===== src/rtl/pulse_meter.sv =====
// pulse_meter: measures period and high time of a periodic single-bit
// waveform in clk cycles, with a timeout flag when the line stops toggling.
//
// Build option: define PULSE_METER_SYNC_EN to pass sig_in through a two-flop
// synchronizer (asynchronous sources). Without it sig_in is registered once
// (sources generated on clk). Measured values are identical in both builds;
// the synchronized build adds one cycle of latency.
module pulse_meter #(
  parameter int CNT_W   = 8,
  parameter int TIMEOUT = 255
) (
  input  logic             clk,
  input  logic             reset,
  input  logic             sig_in,
  output logic [CNT_W-1:0] period,
  output logic [CNT_W-1:0] high_time,
  output logic             meas_valid,
  output logic             timeout
);

  typedef enum logic {IDLE, MEASURE} state_t;

  localparam logic [CNT_W-1:0] TMO_CNT = CNT_W'(TIMEOUT);
  localparam logic [CNT_W-1:0] ONE     = CNT_W'(1);

  state_t           state;
  logic [CNT_W-1:0] cnt;
  logic [CNT_W-1:0] hi_lat;
  logic             sig_s;
  logic             sig_d;
  logic             rise;
  logic             fall;

  // ---- input capture stage ----
`ifdef PULSE_METER_SYNC_EN
  logic sig_meta;

  // Two-flop synchronizer; sig_s is the second flop.
  always_ff @(posedge clk) begin
    if (reset) begin
      sig_meta <= 1'b0;
      sig_s    <= 1'b0;
    end else begin
      sig_meta <= sig_in;
      sig_s    <= sig_meta;
    end
  end
`else
  // Single register of an input already generated on clk.
  always_ff @(posedge clk) begin
    if (reset) begin
      sig_s <= 1'b0;
    end else begin
      sig_s <= sig_in;
    end
  end
`endif

  // ---- edge detect stage ----
  // One-cycle delayed copy of sig_s for edge detection.
  always_ff @(posedge clk) begin
    if (reset) begin
      sig_d <= 1'b0;
    end else begin
      sig_d <= sig_s;
    end
  end

  assign rise = sig_s & ~sig_d;
  assign fall = ~sig_s & sig_d;

  // ---- measurement stage ----
  // Cycle counting FSM: the rise cycle counts as cycle 1; a rise closes the
  // running period and takes priority over the timeout check, so a period of
  // exactly TIMEOUT is still reported. cnt stops at TIMEOUT and never wraps.
  always_ff @(posedge clk) begin
    if (reset) begin
      state      <= IDLE;
      cnt        <= '0;
      hi_lat     <= '0;
      period     <= '0;
      high_time  <= '0;
      meas_valid <= 1'b0;
      timeout    <= 1'b0;
    end else begin
      meas_valid <= 1'b0;
      case (state)
        IDLE: begin
          if (rise) begin
            cnt     <= ONE;
            timeout <= 1'b0;
            state   <= MEASURE;
          end
        end
        MEASURE: begin
          if (rise) begin
            period     <= cnt;
            high_time  <= hi_lat;
            meas_valid <= 1'b1;
            cnt        <= ONE;
          end else if (cnt == TMO_CNT) begin
            timeout <= 1'b1;
            state   <= IDLE;
          end else begin
            cnt <= cnt + ONE;
            // Count before the increment equals the number of high cycles.
            if (fall) begin
              hi_lat <= cnt;
            end
          end
        end
        default: state <= IDLE;
      endcase
    end
  end

endmodule


===== config.mk =====
export PLATFORM = sky130hd
export DESIGN_NAME = pulse_meter
export DESIGN_NICKNAME = d
export VERILOG_FILES = /design/src/rtl/pulse_meter.sv
export SDC_FILE = /design/constraint.sdc
export NUM_CORES = 1
export LEC_CHECK = 0
export ABC_CLOCK_PERIOD_IN_PS = 2100
export CAP_MARGIN = 5
export CORE_MARGIN = 1.5
export CORE_UTILIZATION = 50
export DETAILED_ROUTE_END_ITERATION = 10
export PLACE_DENSITY = 0.75
export SLEW_MARGIN = 10
export SYNTH_ARGS = -nofsm -noshare
export SYNTH_HDL_FRONTEND = slang
export SYNTH_SLANG_ARGS = --single-unit

===== constraint.sdc =====
create_clock -name clk -period 2.1 [get_ports clk]
set_input_delay 0.21 -clock clk [delete_from_list [all_inputs] [get_ports clk]]
set_output_delay 0.21 -clock clk [all_outputs]
set_load 0.05 [all_outputs]

Yosys cells after proc, flatten, opt, wreduce, memory -nomap -nowiden. Index checks and enable logic that the tools add are counted.

Logic and storage cells: 39. Output and inout port bits: 18. Flip-flop bits (word level): 37. Input port bits: 3.

Bitwise gates (word level): 7. Eq/ne operators: 5. Mux-type cells: 12. Add/sub/neg operators: 1. Reductions and logical operators: 5.

Operator list (number): two-way mux 8 bit (3); case mux 8 bit (2 select lines) (1); adder 8 x 1 -> 8 bit, second input constant (1); == test 8 bit, second input constant (1); two-way mux 1 bit (6); NOT 1 bit (5); != test 2 bit, second input constant (2); case mux 1 bit (2 select lines) (2); AND reduction 2 bit (2); AND reduction 4 bit (1); != test 3 bit, second input constant (1); AND reduction 3 bit (1); AND 1 bit (2); != test 2 x 1 -> 1 bit, second input constant (1); OR reduction 2 bit (1).

Longest topological paths before layout. Gate-level depths: netlist of the first run.

Depth in word-level cells: 4. Depth in mapped cells: 6. Mapped depth without buffers: 4.

Least setup slack after synthesis of the first run. Ideal clock, no wire load.

Path type: register -> register. Start point: register cnt[1]. End point: register hi_lat[0]. Clock period less this slack: 1.473 ns. Data arrival time: 1.400 ns. Setup slack: 0.627 ns. Cell stages (with the launch flop): 5. Required time: 2.027 ns. Path buffers: 0. Cells stage by stage: dfxtp_1 -> ha_1 -> nand4_4 -> o2111ai_4 -> mux2i_1.

Longest elaborated chain between the ends: 3.

RTL lines: from (decl) (line 27) `logic [CNT_W-1:0] cnt;`; from (signal assigned) (line 105) `cnt <= cnt + ONE;`; == test 8 bit (line 101) `end else if (cnt == TMO_CNT) begin`; NOT 1 bit (no line); AND reduction 4 bit (no line); to (signal assigned) (line 108) `hi_lat <= cnt;`; to (decl) (line 28) `logic [CNT_W-1:0] hi_lat;`.

No other way between the ends. A chain may end at the register's enable or synchronous reset.

Final worst setup path of the first run.
Start point: register cnt[0]. End point: register hi_lat[6].

Same word-level chain as after synthesis.

==> impl_results.md, run 1 <==
* End of the worst hold path: sig_s
* Destination of the worst register-to-register timing path: hi_lat[6]
* VDD IR-drop max at between 300 and 400 µV
* Setup WS post-layout at 0.330 ns
* Die outline width at roughly 59 µm
* # hold bufs at CTS at 0
* Flop2flop setup slack at 0.33 ns
* Number of maximum-capacitance violations at 0
* Worst Setup SP: cnt[0]
* HPWL reported at the end of detailed placement at ~2100 µm
* Pin count of the biggest net entering global routing at 31
* Crit path buf inv count at 0
* Initial antenna violation count at 0
* Power per cell area at 643 nW/µm²
* Maximum net fanout on the critical path at 9
* Area growth from synthesis to final layout at 17.9%
* Actual slew at the worst max-slew pin at ~0.65 ns
* Routed wire length at approximately 3100 µm
* Critical path arrival at about 2 ns
* Data required time of the worst path at approximately 2.4 ns
* Hold Vio Cnt, Final at 0
* Antenna Violating Nets Remaining at 0
* Overflow after GRT at 0
* Nets at approximately 200
* Proportion of synthesized chip area in sequential cells at 0.471
* Type of destination of the critical path: flip-flop
* Syn_nets at roughly 180
* Antenna fix cells at 0
* First-pass GRT wire length at 4950 µm
* Post-layout min period at between 1.5 and 2 ns
* Number of buffers inserted by port buffering at 20
* Worst rel slew slack at 0.564
* H-tree lvl count at 2
* Total iterations of the first detailed-routing run at 4
* Result of the run: finished clean
* Fin Setup TNS at 0 ns
* Synth top area share at 0.471
* CTS buffer count at 5
* Post-synthesis instance area at 1570 µm²
* Number of resized instances in the post-cts repair step at 0
* Ports placed on the boundary at 21
* Cell count after synthesis at 178
* Pleak at approximately 0.66 nW
* Die area at 3490 µm²
* Insertion delay to the later sink of the worst-skew pair at around 0.34 ns
* Number of placement rows at 20
* Top post-synthesis cells by area: dfxtp_1 (47%), nand2_1 (8.3%), mux2i_1 (7.0%)
* Number of vias per cell after detailed routing at around 5.5
* Flop and latch count out of synthesis at 37
* Launch instance of the worst register-to-register path: cnt[0]
* Startpoint of the most critical hold path: sig_in
* Max-slew violation count at 0
* Worst-path clk slew at about 0.1 ns
* Buffer type at the clock tree root: clkbuf_4
* Warnings from Yosys at 0
* CP Cell Sequence: ha_1 > nand4_4 > o2111ai_4 > mux2i_1
* Worst Reg2Reg Path Length in Cells at 4
* # setup viols final at 0
* Maximum count of clock buffers along a single path at 2
* Number of stages on the worst setup path at 4
* Stage delay of the slowest cell on the critical path at 0.51 ns
* Post-synth top area cell: dfxtp_1
* DRT iter0 DRCs at between 40 and 50
* Share of cells above drive strength 1 at 0.0722
* TritonCTS clock tree: yes
* Synthesized area divided by synthesized cell count at 8.84 µm²
* WL/cell at roughly 13 µm
* Total global routing track utilization at 0.192
* Crit-path leading delay family: flip-flops
* Worst hold path cell count at 2
* Total instance count after detailed placement at 230
* Total number of vias at 1298
* Starting density of the core at 0.520
* Class of the most critical hold timing path: in2reg
* Number of global-route vias before repair at 1114
* Part of the cycle the worst path needs at 0.843
* Count of unresolved DRC violations after routing at 0
* Std-Cell Core Area at just over 3000 µm²
* Weighted congestion at the end of routability-driven global placement at between 0.9 and 1
* # Post-CTS Setup Buffers at 0
* Achievable frequency at around 0.56 GHz
* Setup slack after placement at 0.366 ns
* Worst Setup Start Kind: flip-flop
* Slowest-stage cell, CP: dfxtp_1
* Final Non-Filler Cells at around 240
* RSZ-0062 raised after global routing: false
* Number of sinks driven by the clock tree at 37
* Distinct cell type count after synthesis at 33
* Skew final at between 0.006 and 0.007 ns
* Worst setup path category: reg2reg
* Die height at roughly 59 µm
==> where the power goes <==
group	switching [mW]	internal [mW]	total, mW
sequential	0.0102	0.708	0.718
combinational	0.0363	0.0250	0.0613
clock	0.220	0.194	0.414
==> worst max-delay path by stage <==
| stage | endpoint | slack, ns |
|---|---|---|
| 4_1_cts | hi_lat[6] | 0.34 |
| 2_1_floorplan | hi_lat[0] | 0.63 |
| 5_1_grt | hi_lat[6] | 0.20 |
| 6_report | hi_lat[6] | 0.33 |
| 3_3_place_gp | hi_lat[5] | 0.47 |
| 3_5_place_dp | hi_lat[6] | 0.37 |
==> metal layers <==
metal	GRT usage	vias to the layer above	part of all wire
met4	0.0909	0	0.019
met1	0.234	608	0.45
met2	0.310	46	0.48
met3	0.0590	7	0.045
li1	-	637	-
met5	0	-	0
==> cell usage in the layout (no fill, tap or decap), drive strengths merged, types with 2 or more instances in the layout <==
| master | netlist | final |
|---|---|---|
| nand3 | 2 | 2 |
| clkbuf | 8 | 7 |
| a21oi | 21 | 21 |
| clkdlybuf4s50 | 0 | 20 |
| nand2b | 17 | 17 |
| a211oi | 2 | 2 |
| or3 | 2 | 2 |
| dfxtp | 37 | 37 |
| nor2 | 2 | 2 |
| mux2i | 11 | 11 |
| nor3 | 4 | 4 |
| buf | 7 | 3 |
| nand3b | 5 | 5 |
| and3 | 2 | 2 |
| nand4 | 5 | 5 |
| nor4 | 2 | 2 |
| nor4b | 2 | 2 |
| o21ai | 2 | 2 |
| nand2 | 35 | 35 |
==> cell type report <==
class,count,area (µm²)
Multi-Input combinational cell,125,763
Tap cell,44,55.1
Clock inverter,1,5.00
Timing Repair Buffer,23,223
Sequential cell,37,741
Clock buffer,7,65.1
Inverter,1,3.75
Fill cell,270,1170
==> registers in the layout, summed over array words and instances, names as in the netlist <==
name and count:
cnt 8, hi_lat 8, high_time 8, meas_valid 1
period 8, sig_d 1, sig_s 1, state 1
timeout 1
==> per-stage QoR <==
stage | util | total power [mW] | hold slack [ns] | area (µm²)
floorplan | - | 0.780 | 0.338 | 1570
global placement | 0.590 | 0.792 | 0.439 | 1790
detailed placement | 0.590 | 0.795 | 0.445 | 1790
CTS | 0.613 | 1.21 | 0.402 | 1860
global route | 0.613 | 1.24 | 0.424 | 1860
finish | 0.613 | 1.19 | 0.417 | 1860
==> cell usage after synthesis <==
cell / count
dfxtp_1: 37
nand2_1: 35
a21oi_1: 21
nand2b_1: 17
mux2i_1: 11
buf_2: 7
clkbuf_1: 7
nand3b_1: 5
nand4_1: 4
nor3_1: 4
a211oi_1: 2
and3_1: 2
nand3_1: 2
nor2_1: 2
nor4_1: 2
nor4b_1: 2
o21ai_0: 2
a31oi_1: 1
a41oi_1: 1
and2b_1: 1
and3b_1: 1
and4_1: 1
clkbuf_2: 1
ha_1: 1
inv_1: 1
nand4_4: 1
nor2b_1: 1
nor3b_1: 1
o2111ai_4: 1
o21bai_1: 1
or2b_1: 1
or3_1: 1
or3_2: 1
==> logic make-up (layout without fill, tap and decap cells) <==
logic type                 count (synthesis)  count (layout)  synth area share
muxes                                     11              11            0.0700
DFF                                       37              37             0.471
and+or+nand+nor                           84              84             0.293
AOI/OAI and AO/OA                         29              29             0.114
buffers and inverters                     16              32            0.0445
adders and majority gates                  1               1           0.00795
No activity file was read; power rests on OpenSTA's default activity.
==> inputs of run 2 (changes only) <==
--- a/config.mk
+++ b/config.mk
@@ -5,10 +5,10 @@
 export SDC_FILE = /design/constraint.sdc
 export NUM_CORES = 1
 export LEC_CHECK = 0
-export ABC_CLOCK_PERIOD_IN_PS = 2100
+export ABC_CLOCK_PERIOD_IN_PS = 1500
 export CAP_MARGIN = 5
 export CORE_MARGIN = 1.5
-export CORE_UTILIZATION = 50
+export CORE_UTILIZATION = 48
 export DETAILED_ROUTE_END_ITERATION = 10
 export PLACE_DENSITY = 0.75
 export SLEW_MARGIN = 10
==> constraint.sdc (replaced) <==
create_clock -name clk -period 1.5 [get_ports clk]
set_input_delay 0.15 -clock clk [delete_from_list [all_inputs] [get_ports clk]]
set_output_delay 0.15 -clock clk [all_outputs]
set_load 0.05 [all_outputs]
==> run 2 against run 1 <==
Against the previous run: via count grew 1.6%; non-clock buffer count grew 10; sequential share of layout area shrank 1.3 points; clock power grew 70%; maximum frequency grew 26%; sequential power grew 39%; die area grew 4.0%; hold slack lost 0.069 ns; combinational power grew 71%; global-route usage grew 1.9 points; register-to-register slack lost 0.24 ns.
==> impl_results.md, run 2 (synthesis results as in run 1) <==
* Result of the run: finished clean
* Number of buffers inserted by port buffering at 20 (unchanged)
* Slowest-stage cell, CP: dfxtp_1
* HPWL reported at the end of detailed placement at 2350 µm (+12%)
* Net load switching power at 418 µW (+57%)
* Worst rel slew slack at 0.772 (+0.208)
* Total iterations of the first detailed-routing run at 4 (unchanged)
* Overflow after GRT at 0 (unchanged)
* Number of sinks driven by the clock tree at 37 (unchanged)
* Antenna fix cells at 0 (unchanged)
* Achievable frequency at 0.711 GHz (+26%)
* VDD IR-drop max at 516 µV (+45%)
* Number of vias per cell after detailed routing at 5.32 (-2.5%)
* WL/cell at 13.4 µm (+4.0%)
* Weighted congestion at the end of routability-driven global placement at 0.939 (-5.9%)
* Final Util at 0.623 (+0.0104)
* CP Cell Sequence: ha_1 > nand4_4 > o2111ai_4 > buf_12 > mux2i_1
* Antenna Violating Nets Remaining at 0 (unchanged)
* Post-place instance area at 1810 µm² (+1.3%)
* Crit-path leading delay family: flip-flops
* Filler Cell Count at 287 (+6.3%)
* Skew final at 0.00900 ns (+0.00218 ns)
* Routed wire length at 3330 µm (+8.4%)
* Combinational Power Share at 0.058 (+0.007)
* Part of the cycle the worst path needs at 0.938 (+0.0948)
* Maximum net fanout on the critical path at 8 (-1)
* Initial antenna violation count at 0 (unchanged)
* Area growth from synthesis to final layout at 21.9%
* First-pass GRT wire length at 5530 µm (+12%)
* Post-layout min period at 1.41 ns (-0.364 ns)
* Worst-path clk slew at 0.12 ns (+0.02 ns)
* Ports placed on the boundary at 21 (unchanged)
* Count of unresolved DRC violations after routing at 0 (unchanged)
* Post-route cell area at 1920 µm² (+3.4%)
* Number of maximum-capacitance violations at 0 (unchanged)
* Insertion delay to the later sink of the worst-skew pair at 0.35 ns (about the same)
* Worst Setup Start Kind: flip-flop
* Number of placement rows at 20 (unchanged)
* Std-Cell Core Area at 3080 µm² (+1.7%)
* Number of global-route vias before repair at 1209 (+8.5%)
* Switching part of the total power at 0.232 (+0.00846)
* Die height at 60.3 µm (+2.0%)
* Final Non-Filler Cells at 248 (+4.2%)
* Starting density of the core at 0.511 (-0.00845)
* Fin Setup TNS at 0 ns (unchanged)
* Stage delay of the slowest cell on the critical path at 0.35 ns (-0.16 ns)
* Total met3 wirelength after detailed routing at 139 µm (+0.72%)
* Pin count of the biggest net entering global routing at 25 (-19%)
* Actual slew at the worst max-slew pin at 0.342 ns (-0.310 ns)
* Commonest cells after routing, fill and taps aside: dfxtp_1 (37), nand2_1 (35), buf_4 (30)
* Maximum count of clock buffers along a single path at 2 (unchanged)
* DRT iter0 DRCs at 66 (+35%)
* Total global routing track utilization at 0.211 (+0.0188)
* Die outline width at 60.3 µm (+2.0%)
* CTS buffer count at 5 (unchanged)
* Nets at 207 (+5.1%)
* Die area at 3630 µm² (+4.0%)
* Type of destination of the critical path: flip-flop
* Pleak at 0.758 nW (+14%)
* Crit path buf inv count at 1 (+1)
* Power per cell area at 942 nW/µm² (+47%)
* Reg power frac at 0.554 (-0.048)
* H-tree lvl count at 2 (unchanged)
* Buffer type at the clock tree root: clkbuf_4
* Share of cells above drive strength 1 at 0.216 (+0.144)
* Clk network pwr share at 0.388 (+0.041)
* Worst hold slack after final layout at 0.348 ns (-0.0688 ns)
* # setup viols final at 0 (unchanged)
* Data required time of the worst path at 1.78 ns (-0.59 ns)
* Met1 wire length at 1510 µm (+8.1%)
* Critical path arrival at 1.68 ns (-0.36 ns)
* Total number of vias at 1319 (+1.6%)
* Total instance count after detailed placement at 239 (+3.9%)
* Worst setup path category: reg2reg
* Max-slew violation count at 0 (unchanged)
* Hold Vio Cnt, Final at 0 (unchanged)
* Uppermost layer routed: met4
* TritonCTS clock tree: yes
* Class of the most critical hold timing path: in2reg
* Met2 wire length at 1630 µm (+9.7%)
* Most frequent standard cell in the layout excluding fill and tap cells: dfxtp_1
* Total internal power at 1.39 mW (+50%)
run 2: changes by cell type in the layout (fill, tap and decap cells not counted), sizes merged:
cell           before  now
clkinvlp            0    1
clkdlybuf4s50      20    2
bufinv              0    1
clkbuf              7    5
buf                 3   31
run 2: metrics by stage:
stage          power (mW)  setup slack (ns)
2_1_floorplan        1.09            0.0270
3_3_place_gp         1.12            0.0650
3_5_place_dp         1.13            0.0492
4_1_cts              1.82            0.0141
5_1_grt              1.89          -0.00375
6_report             1.81            0.0934
run 2: layout make-up:
cell class / count / area [µm²] / share of cell area
Clock buffer: 5 / 37.5 / 0.0196
Clock inverter: 3 / 46.3 / 0.0241
Tap cell: 44 / 55.1 / 0.0287
Sequential cell: 37 / 741 / 0.386
Timing Repair Buffer: 33 / 265 / 0.138
Inverter: 1 / 3.75 / 0.00196
Multi-Input combinational cell: 125 / 769 / 0.401
run 2: power by group through the flow:
stage                     Clock [mW]  Sequential, mW  Combinational, mW
after CTS                      0.712            1.00              0.104
after global placement             0            1.02              0.101
after global routing           0.774            1.00              0.115
final                          0.702            1.00              0.105
after detailed placement           0            1.02              0.103
after floorplan                    0            1.02             0.0699
run 2: layer usage:
layer  global-route usage  vias to the layer above
met4                0.105                        0
met5                    0                        -
li1                     -                      659
met3               0.0541                        4
met1                0.260                      626
met2                0.339                       30
run 2: final timing paths:
path,from,end,slack (ns),cells past startpoint
max,cnt[0],hi_lat[5],0.09,5
min,sig_in,sig_s,0.35,2
max reg2reg,cnt[0],hi_lat[5],0.09,5
min reg2reg,hi_lat[2],high_time[2],0.45,2
run 2: what timing repair did:
action                                  in CTS  in global routing
endpoints found under the setup margin       0                 11
hold endpoints to repair                     0                  0
resized for setup                            0                  3
hold buffers                                 0                  0
buffers inserted                             0                  1
==> inputs of run 3 (changes only) <==
--- a/config.mk
+++ b/config.mk
@@ -10,8 +10,9 @@
 export CORE_MARGIN = 1.5
 export CORE_UTILIZATION = 48
 export DETAILED_ROUTE_END_ITERATION = 10
+export MAX_ROUTING_LAYER = met4
 export PLACE_DENSITY = 0.75
-export SLEW_MARGIN = 10
+export SLEW_MARGIN = 5
 export SYNTH_ARGS = -nofsm -noshare
 export SYNTH_HDL_FRONTEND = slang
 export SYNTH_SLANG_ARGS = --single-unit
==> run 3 against run 2 <==
Against the previous run: design area decreased by 0.33%; core utilization decreased by 0.20 points; count of clock-buffer cells in the layout increased by 2; combinational power about the same; sequential power about the same; wire length decreased by 4.7%; cell count decreased by 0.40%; global-route usage decreased by 0.35 points; maximum frequency decreased by 0.47%; register-to-register slack about the same; die area unchanged; largest power group unchanged.
==> impl_results.md, run 3 (synthesis results as in run 1) <==
* Result of the run: finished clean
* Pleak at 0.756 nW (-0.18%)
* DRT iter0 DRCs at 41 (-38%)
* Weighted congestion at the end of routability-driven global placement at 0.937 (-0.22%)
* # setup viols final at 0 (unchanged)
* Die area at 3630 µm² (unchanged)
* Switching part of the total power at 0.208 (-0.0231)
* CTS buffer count at 5 (unchanged)
* Post-layout min period at 1.41 ns (+0.00659 ns)
* PnR Total Power at 1.81 mW (+0.24%)
* Crit path to: hi_lat[0]
* Most used routing layer: met2
* Worst Reg2Reg Path Length in Cells at 5 (unchanged)
* Combinational Power Share at 0.058 (about the same)
* Total internal power at 1.43 mW (+3.3%)
* Skew final at 0.00697 ns (-0.00203 ns)
* Antenna Violating Nets Remaining at 0 (unchanged)
* Routed wire length at 3170 µm (-4.7%)
* Reg power frac at 0.552 (-0.002)
* VDD IR-drop max at 670 µV (+30%)
* Number of global-route vias before repair at 1258 (+4.1%)
* Hold Vio Cnt, Final at 0 (unchanged)
* Launch instance of the worst register-to-register path: cnt[1]
* Post-route cell area at 1910 µm² (-0.33%)
* Achievable frequency at 0.708 GHz (-0.47%)
* Number of vias per cell after detailed routing at 5.30 (-0.36%)
* Overflow after GRT at 0 (unchanged)
* Most frequent standard cell in the layout excluding fill and tap cells: dfxtp_1
* Worst rel slew slack at 0.777 (+0.00494)
* TritonCTS clock tree: yes
* Die height at 60.3 µm (unchanged)
* Met1 usage in global routing at 0.251 (-0.00935)
* Nets at 206 (-0.48%)
* Die outline width at 60.3 µm (unchanged)
* Clk network pwr share at 0.391 (+0.003)
* Maximum net fanout on the critical path at 8 (unchanged)
* Area growth from synthesis to final layout at 21.5%
* Critical path arrival at 1.68 ns (about the same)
* Maximum count of clock buffers along a single path at 2 (unchanged)
* Net load switching power at 378 µW (-9.8%)
* Total iterations of the first detailed-routing run at 4 (unchanged)
* Ports placed on the boundary at 21 (unchanged)
* Total number of vias at 1309 (-0.76%)
* Max-slew violation count at 0 (unchanged)
* Met2 GRT Util at 0.331 (-0.00776)
* Share of cells above drive strength 1 at 0.207 (-0.00879)
* Destination of the worst register-to-register timing path: hi_lat[0]
* Type of destination of the critical path: flip-flop
* Pin count of the biggest net entering global routing at 28 (+12%)
* Worst Setup SP: cnt[1]
* Starting density of the core at 0.511 (unchanged)
* Part of the cycle the worst path needs at 0.942 (+0.00440)
* Number of placement rows at 20 (unchanged)
* Worst Setup Start Kind: flip-flop
* Number of sinks driven by the clock tree at 37 (unchanged)
* Commonest cells after routing, fill and taps aside: dfxtp_1 (37), nand2_1 (35), buf_4 (29)
* Total global routing track utilization at 0.207 (-0.00348)
* Antenna fix cells at 0 (unchanged)
* HPWL reported at the end of detailed placement at 2230 µm (-5.4%)
* Insertion delay to the later sink of the worst-skew pair at 0.33 ns (-0.02 ns)
* H-tree lvl count at 2 (unchanged)
* Number of buffers inserted by port buffering at 20 (unchanged)
* GR Util met3 at 0.0606 (+0.00649)
* Flop2flop setup slack at 0.09 ns (about the same)
* Worst setup path category: reg2reg
* Initial antenna violation count at 0 (unchanged)
* Number of maximum-capacitance violations at 0 (unchanged)
* Std-Cell Core Area at 3080 µm² (unchanged)
* Power per cell area at 947 nW/µm² (+0.57%)
* Class of the most critical hold timing path: in2reg
* Worst hold slack after final layout at 0.399 ns (+0.0511 ns)
* Actual slew at the worst max-slew pin at 0.335 ns (-0.00740 ns)
* Data required time of the worst path at 1.76 ns (-0.02 ns)
* First-pass GRT wire length at 5480 µm (-0.99%)
* WL/cell at 12.9 µm (-4.3%)
* Count of unresolved DRC violations after routing at 0 (unchanged)
* Worst-path clk slew at 0.10 ns (-0.02 ns)
* Post-place instance area at 1800 µm² (-0.41%)
* Buffer type at the clock tree root: clkbuf_4
-- run 3: cell types whose count changed in the layout (fill, tap and decap cells not counted) --
cell / previous run / this run
clkbuf_1: 0 / 1
clkinv_4: 1 / 0
clkbuf_8: 0 / 1
buf_4: 30 / 29
clkinvlp_4: 1 / 0
-- run 3: critical path: stages (launching register included) --
cell	delay, ns
dfxtp_1	0.35
ha_1	0.25
nand4_4	0.16
o2111ai_4	0.25
buf_12	0.16
mux2i_1	0.18
-- run 3: layout make-up --
cell class,count,area [µm²]
Tap cell,44,55.1
Clock inverter,1,30.0
Multi-Input combinational cell,125,769
Sequential cell,37,741
Timing Repair Buffer,32,258
Inverter,1,3.75
Clock buffer,7,55.1
Fill cell,277,1170
-- run 3: worst min-delay path by stage --
stage,startpoint,to,slack [ns],depth (start not counted)
floorplan,sig_in,sig_s,0.28,1
global placement,hi_lat[4],high_time[4],0.44,2
detailed placement,hi_lat[3],high_time[3],0.44,2
CTS,sig_in,sig_s,0.39,2
global route,sig_in,sig_s,0.38,2
finish,sig_in,sig_s,0.40,2
-- run 3: power by group through the flow --
stage | clock network (mW) | logic [mW] | registers (mW)
detailed placement | 0 | 0.103 | 1.02
floorplan | 0 | 0.0699 | 1.02
finish | 0.707 | 0.105 | 0.999
global placement | 0 | 0.101 | 1.02
global route | 0.764 | 0.115 | 1.00
CTS | 0.727 | 0.103 | 0.999
-- run 3: per-stage QoR --
stage / instances / setup slack [ns] / setup TNS, ns / utilization
2_1_floorplan: 178 / 0.0270 / 0 / -
3_3_place_gp: 238 / 0.0782 / 0 / 0.585
3_5_place_dp: 238 / 0.0434 / 0 / 0.585
4_1_cts: 246 / 0.0177 / 0 / 0.613
5_1_grt: 247 / -0.00691 / -0.0125 / 0.621
6_report: 247 / 0.0868 / 0 / 0.621
-- run 3: timing repair --
| action | CTS | global route |
|---|---|---|
| gates resized for setup | 0 | 3 |
| hold buffers | 0 | 0 |
| buffers inserted | 0 | 1 |
| setup endpoints to repair | 0 | 11 |
-- run 3: metal layers --
layer	vias to the layer above	wire length (µm)
met5	-	0
met4	0	29
met3	5	158
met2	32	1500
met1	612	1490
li1	660	-
